<file path="src/rtl/ram_nway_pkg.sv">
// rtl/ram_nway_pkg.sv - shared types, sizes and byte-mask helper for the N-way cache data array
package ram_nway_pkg;

    typedef enum logic {
        INIT = 1'b0,
        RUN  = 1'b1
    } state_t;

    // Sizes of the default configuration (AWIDTH=3, DWIDTH=32)
    localparam int DEPTH = 1 << 3;
    localparam int BYTES = 32 / 8;

    // Widest way entry the mask helper supports, in bytes
    localparam int MAX_BYTES = 64;

    // Expand one strobe bit per byte into a full bit mask; callers truncate to their width
    function automatic logic [MAX_BYTES*8-1:0] byte_mask(input logic [MAX_BYTES-1:0] be);
        logic [MAX_BYTES*8-1:0] m;
        for (int i = 0; i < MAX_BYTES; i++) begin
            m[i*8 +: 8] = {8{be[i]}};
        end
        return m;
    endfunction

endpackage

</file>
<file path="src/rtl/ram_way_bank.sv">
// rtl/ram_way_bank.sv - one way of the data array: masked write, combinational read
module ram_way_bank #(
    parameter int AWIDTH = 3,
    parameter int DWIDTH = 32
) (
    input  logic              clock,
    input  logic              wr_en,
    input  logic [AWIDTH-1:0] wr_addr,
    input  logic [DWIDTH-1:0] wr_mask,
    input  logic [DWIDTH-1:0] wr_data,
    input  logic [AWIDTH-1:0] rd_addr,
    output logic [DWIDTH-1:0] rd_data
);

    logic [DWIDTH-1:0] mem [1 << AWIDTH];

    // Bit-masked write; the array is cleared by the top-level sweep, never by reset
    always_ff @(posedge clock) begin
        if (wr_en) begin
            mem[wr_addr] <= (mem[wr_addr] & ~wr_mask) | (wr_data & wr_mask);
        end
    end

    assign rd_data = mem[rd_addr];

endmodule

</file>
<file path="src/rtl/ram_sync_read_nway.sv">
// rtl/ram_sync_read_nway.sv - N-way sync-read cache data array with init sweep; RAM_OUT_REG_EN adds an output register
module ram_sync_read_nway
    import ram_nway_pkg::*;
#(
    parameter int                AWIDTH     = 3,
    parameter int                DWIDTH     = 32,
    parameter int                WAYS       = 2,
    parameter logic [DWIDTH-1:0] INIT_VALUE = '0
) (
    input  logic                   clock,
    input  logic                   reset_n,
    input  logic                   req_valid,
    output logic                   req_ready,
    input  logic [AWIDTH-1:0]      addr,
    input  logic                   we,
    input  logic [WAYS-1:0]        way_sel,
    input  logic [DWIDTH/8-1:0]    byte_en,
    input  logic [DWIDTH-1:0]      din,
    output logic [WAYS*DWIDTH-1:0] dout,
    output logic                   dout_valid,
    output logic                   init_done
);

    state_t                   state;
    logic [AWIDTH-1:0]        sweep_cnt;
    logic [AWIDTH-1:0]        rd_addr_q;
    logic                     rd_pulse;
    logic                     accept;
    logic [WAYS-1:0]          wr_en;
    logic [AWIDTH-1:0]        wr_addr;
    logic [DWIDTH-1:0]        wr_mask;
    logic [DWIDTH-1:0]        wr_data;
    logic [WAYS*DWIDTH-1:0]   rd_all;

    assign accept = req_valid && req_ready;

    // Write port mux: the sweep owns every way while initialising, requests own it afterwards
    always_comb begin
        wr_en   = '0;
        wr_addr = addr;
        wr_mask = DWIDTH'(byte_mask(MAX_BYTES'(byte_en)));
        wr_data = din;
        if (state == INIT) begin
            wr_en   = '1;
            wr_addr = sweep_cnt;
            wr_mask = '1;
            wr_data = INIT_VALUE;
        end else if (accept && we) begin
            wr_en   = way_sel;
        end
    end

    // Init sweep FSM: one entry per cycle, then hand the array to the controller for good
    always_ff @(posedge clock or negedge reset_n) begin
        if (!reset_n) begin
            state     <= INIT;
            sweep_cnt <= '0;
            req_ready <= 1'b0;
            init_done <= 1'b0;
        end else begin
            case (state)
                INIT: begin
                    sweep_cnt <= sweep_cnt + 1'b1;
                    if (&sweep_cnt) begin
                        state     <= RUN;
                        req_ready <= 1'b1;
                        init_done <= 1'b1;
                    end
                end
                RUN: begin
                    req_ready <= 1'b1;
                    init_done <= 1'b1;
                end
                default: state <= INIT;
            endcase
        end
    end

    // Latch the set index of each accepted read; writes leave it alone
    always_ff @(posedge clock or negedge reset_n) begin
        if (!reset_n) begin
            rd_addr_q <= '0;
            rd_pulse  <= 1'b0;
        end else begin
            rd_pulse <= accept && !we;
            if (accept && !we) begin
                rd_addr_q <= addr;
            end
        end
    end

    for (genvar w = 0; w < WAYS; w++) begin : g_way
        ram_way_bank #(
            .AWIDTH (AWIDTH),
            .DWIDTH (DWIDTH)
        ) u_bank (
            .clock   (clock),
            .wr_en   (wr_en[w]),
            .wr_addr (wr_addr),
            .wr_mask (wr_mask),
            .wr_data (wr_data),
            .rd_addr (rd_addr_q),
            .rd_data (rd_all[w*DWIDTH +: DWIDTH])
        );
    end

`ifdef RAM_OUT_REG_EN
    logic [WAYS*DWIDTH-1:0] dout_q;
    logic                   dout_valid_q;

    // Capture the read result once; later writes to that set do not disturb it
    always_ff @(posedge clock or negedge reset_n) begin
        if (!reset_n) begin
            dout_q       <= '0;
            dout_valid_q <= 1'b0;
        end else begin
            dout_valid_q <= rd_pulse;
            if (rd_pulse) begin
                dout_q <= rd_all;
            end
        end
    end

    assign dout       = dout_q;
    assign dout_valid = dout_valid_q;
`else
    // Write-first view of the latched set; zero until the sweep has cleared the array
    assign dout       = init_done ? rd_all : '0;
    assign dout_valid = rd_pulse;
`endif

endmodule

</file>
<file path="config.mk">
export PLATFORM = sky130hd
export DESIGN_NAME = ram_sync_read_nway
export DESIGN_NICKNAME = d
export VERILOG_FILES = /design/src/rtl/ram_nway_pkg.sv /design/src/rtl/ram_way_bank.sv /design/src/rtl/ram_sync_read_nway.sv
export SDC_FILE = /design/constraint.sdc
export NUM_CORES = 1
export LEC_CHECK = 0
export BUFFER_PORTS_ARGS = -buffer_cell sky130_fd_sc_hd__buf_2
export CAP_MARGIN = 10
export CORE_MARGIN = 3
export CORE_UTILIZATION = 45
export DETAILED_ROUTE_END_ITERATION = 8
export PLACE_DENSITY = 0.64
export SETUP_SLACK_MARGIN = 0.2
export SLEW_MARGIN = 20
export SYNTH_ARGS = -nofsm -noshare
export SYNTH_HDL_FRONTEND = slang
export SYNTH_SLANG_ARGS = --single-unit
</file>
<file path="constraint.sdc">
create_clock -name clock -period 4.3 [get_ports clock]
set_input_delay 0.215 -clock clock [delete_from_list [all_inputs] [get_ports clock]]
set_output_delay 0.215 -clock clock [all_outputs]
set_load 0.05 [all_outputs]
</file>
==> summary.md <==
| Metric | Value |
|---|---|
| # placed instances | between 2000 and 2500 |
| Most frequent cells after synthesis | edfxtp_1 (512), mux2_2 (194), a21oi_1 (128), mux4_2 (128), mux2_1 (67) |
| Util after Layout | 51.72% |
| Max-cap viol count | 0 |
| Number of synthesized flops with an enable pin | 512 |
| Final period util | between 70% and 80% |
| RSZ-0062 raised after global routing | false |
| Main flop type after synthesis | edfxtp_1 |
| Asr flop ratio synth | 1.727% |
| PD cells | 436.3 nW/µm² |
| Min cycle time layout | roughly 3.3 ns |
| CTS buffer count | 53 |
| Worst-Margin Slew | approximately 1.2 ns |
| Post-synth net total | 1475 |
| WHS | approximately 0.13 ns |
| Vias per cell | 6.271 |
| Core footprint | 54030 µm² |
| Critical Path AT | 3.59 ns |
| Mapped Avg Cell Area | 17.29 µm² |
| Number of global-route vias before repair | 14710 |
| Leading area contributor after synthesis | edfxtp_1 |
| Drt total wl | about 64000 µm |
| Port bufs | 111 |
| Boundary pin count | approximately 110 |
| Startpoint Class | register |
| Most common cell in the synthesized netlist | edfxtp_1 |
| Sequential share of the synthesized area | 63.18% |
| Largest net degree at the start of global routing | a little over 60 |
| Setup TNS | 0 ns |
| # diodes | 0 |
| Max-slew headroom | 17.58% |
| Initial antenna violation count | 2 |
| 1st-iter DRT viols | between 1000 and 1500 |
| Final Non-Filler Cells | between 2000 and 2500 |
| Fraction of post-synthesis cell area in the top cell type by area | 62.27% |
| Place WS | 1.051 ns |
| GRT overflow | 0 |
| Max-slew violations | 0 |
| Post-layout nets | 1587 |
| Die Ht | roughly 240 µm |
| LEAKAGE | a little over 9 nW |
| Total Die Area | 57720 µm² |
| Clock tree sinks | 521 |
| Layout cells sized above 1 | 36.84% |
| Clock skew | 0.01528 ns |
| Die W | 240.2 µm |
| First-pass GRT wire length | 94840 µm |
| CTS tree | yes |
| Warnings from Yosys | 0 |
| Maximum net fanout on the critical path | 21 |
| Clock transition at the registers of the reported paths | 0.06 ns |
| Via Count | 14260 |
| FP Rows | 85 |
| Maximum root-to-sink buffer count | 3 |
| Initial Util | a little under half |
| Worst VDD drop | around 300 µV |
| Post-CTS Setup Repair Bufs | 0 |
| Data required, critical path | 4.59 ns |
| Mapped Area | about 25000 µm² |
| Worst Hold Class | in2reg |
| DR pass1 iterations | 6 |
| Clk_lat worst skew | 0.59 ns |
| Setup ws final | 1.008 ns |
| Synth Register Bits | ~520 |
| Max Fclk | 303.7 MHz |
| CTS H-tree depth | 2 |
| Crit Path Category | reg2reg |
| Routed Antenna Nets | 0 |
| Detailed placer's ending HPWL | roughly 38000 µm |
| Cells after synthesis | 1428 |
| Final setup fails | 0 |
| Outcome | finished clean |
| Hold Vio Cnt, Final | 0 |
| RD Place Congestion | about 0.79 |
| DRC violations left | 0 |
| Layout area overhead | 13.16% |
| Synth top area cells | edfxtp_1 (62%), mux4_2 (12%), mux2_2 (8.8%) |
| Netlist cell types | 35 |
| CP endpoint kind | register |
| Clock Tree Root | clkbuf_16 |
| Routed length per instance | between 20 and 30 µm |
| Global Route Usage Sum | around 22% |
cell usage in the layout (no fill, tap or decap), types with 55 or more instances in the layout:
master,Yosys,layout
a21oi_1,128,128
mux2i_1,65,65
nor2b_1,65,65
a222oi_1,64,64
clkbuf_16,0,55
edfxtp_1,512,512
mux4_2,128,128
buf_2,34,111
mux2_2,194,194
mux2_1,67,67
per-stage QoR:
stage	area, µm²	total power, mW
after detailed placement	26250	7.969
after global placement	26250	7.949
after floorplan	24690	7.370
after global routing	27940	12.62
after CTS	27940	12.30
final	27940	12.19
metal layers:
metal	track usage, %	routed length (µm)
met1	29.91	26120
met2	37.58	31770
met3	4.026	4461
met4	6.393	1692
met5	0	13
area by class of cell:
class	instances	area, µm²
tap	696	870.8
clock buffer	68	1425
multi-input combinational	787	8705
timing repair buffer	171	1111
fill	4364	26090
sequential	521	15610
clock inverter	24	193.9
inverter	6	22.52
final timing paths:
check / startpoint / end / slack (ns) / depth (start not counted)
worst max-delay path: state$_DFF_PN0_ / g_way[0].u_bank.mem[7][17]$_DFFE_PP_ / 1.01 / 6
worst min-delay path: we / rd_addr_q[1]$_DFFE_PN0P_ / 0.13 / 3
worst max register to register: state$_DFF_PN0_ / g_way[0].u_bank.mem[7][17]$_DFFE_PP_ / 1.01 / 6
worst min register to register: sweep_cnt[0]$_DFFE_PN0N_ / sweep_cnt[0]$_DFFE_PN0N_ / 0.54 / 1
max in group asynchronous: reset_n / rd_addr_q[2]$_DFFE_PN0P_ / 3.31 / 3
min in group asynchronous: reset_n / dout_valid$_DFF_PN0_ / 0.64 / 3
registers in the layout, indices dropped and copies added (netlist names):
signal,cells
state,1
rd_addr_q,3
g_way.u_bank.mem,512
dout_valid,1
init_done,1
sweep_cnt,3
what timing repair did:
item,in CTS,in global routing
resized for setup,0,0
hold buffers,7,0
endpoints found under the hold margin,13,0
cells by family after synthesis:
kind of cell	after synthesis	share of synthesized area, %
DFF	521	63.18
muxes	455	26.27
AOI/OAI and AO/OA	229	5.985
buffers and inverters	120	2.103
and+or+nand+nor	100	2.321
adders and majority gates	2	0.1013
xor gates and xnor gates	1	0.03548
critical path, stage by stage (launching register included):
cell and delay (ns):
dfrtp_1 0.53, buf_4 0.29, nand2b_1 0.27, o21ai_4 0.59, buf_4 0.34, and3_2 0.68
buf_4 0.28
report_power, final:
| part | total [mW] | switching, mW | leakage, nW | internal [mW] |
|---|---|---|---|---|
| sequential | 5.79 | 0.101 | 4.71 | 5.69 |
| clock | 4.35 | 1.85 | 0.784 | 2.50 |
| combinational | 2.05 | 1.32 | 3.67 | 0.730 |
| total | 12.2 | 3.27 | 9.16 | 8.92 |
No activity file was read; power rests on OpenSTA's default activity.
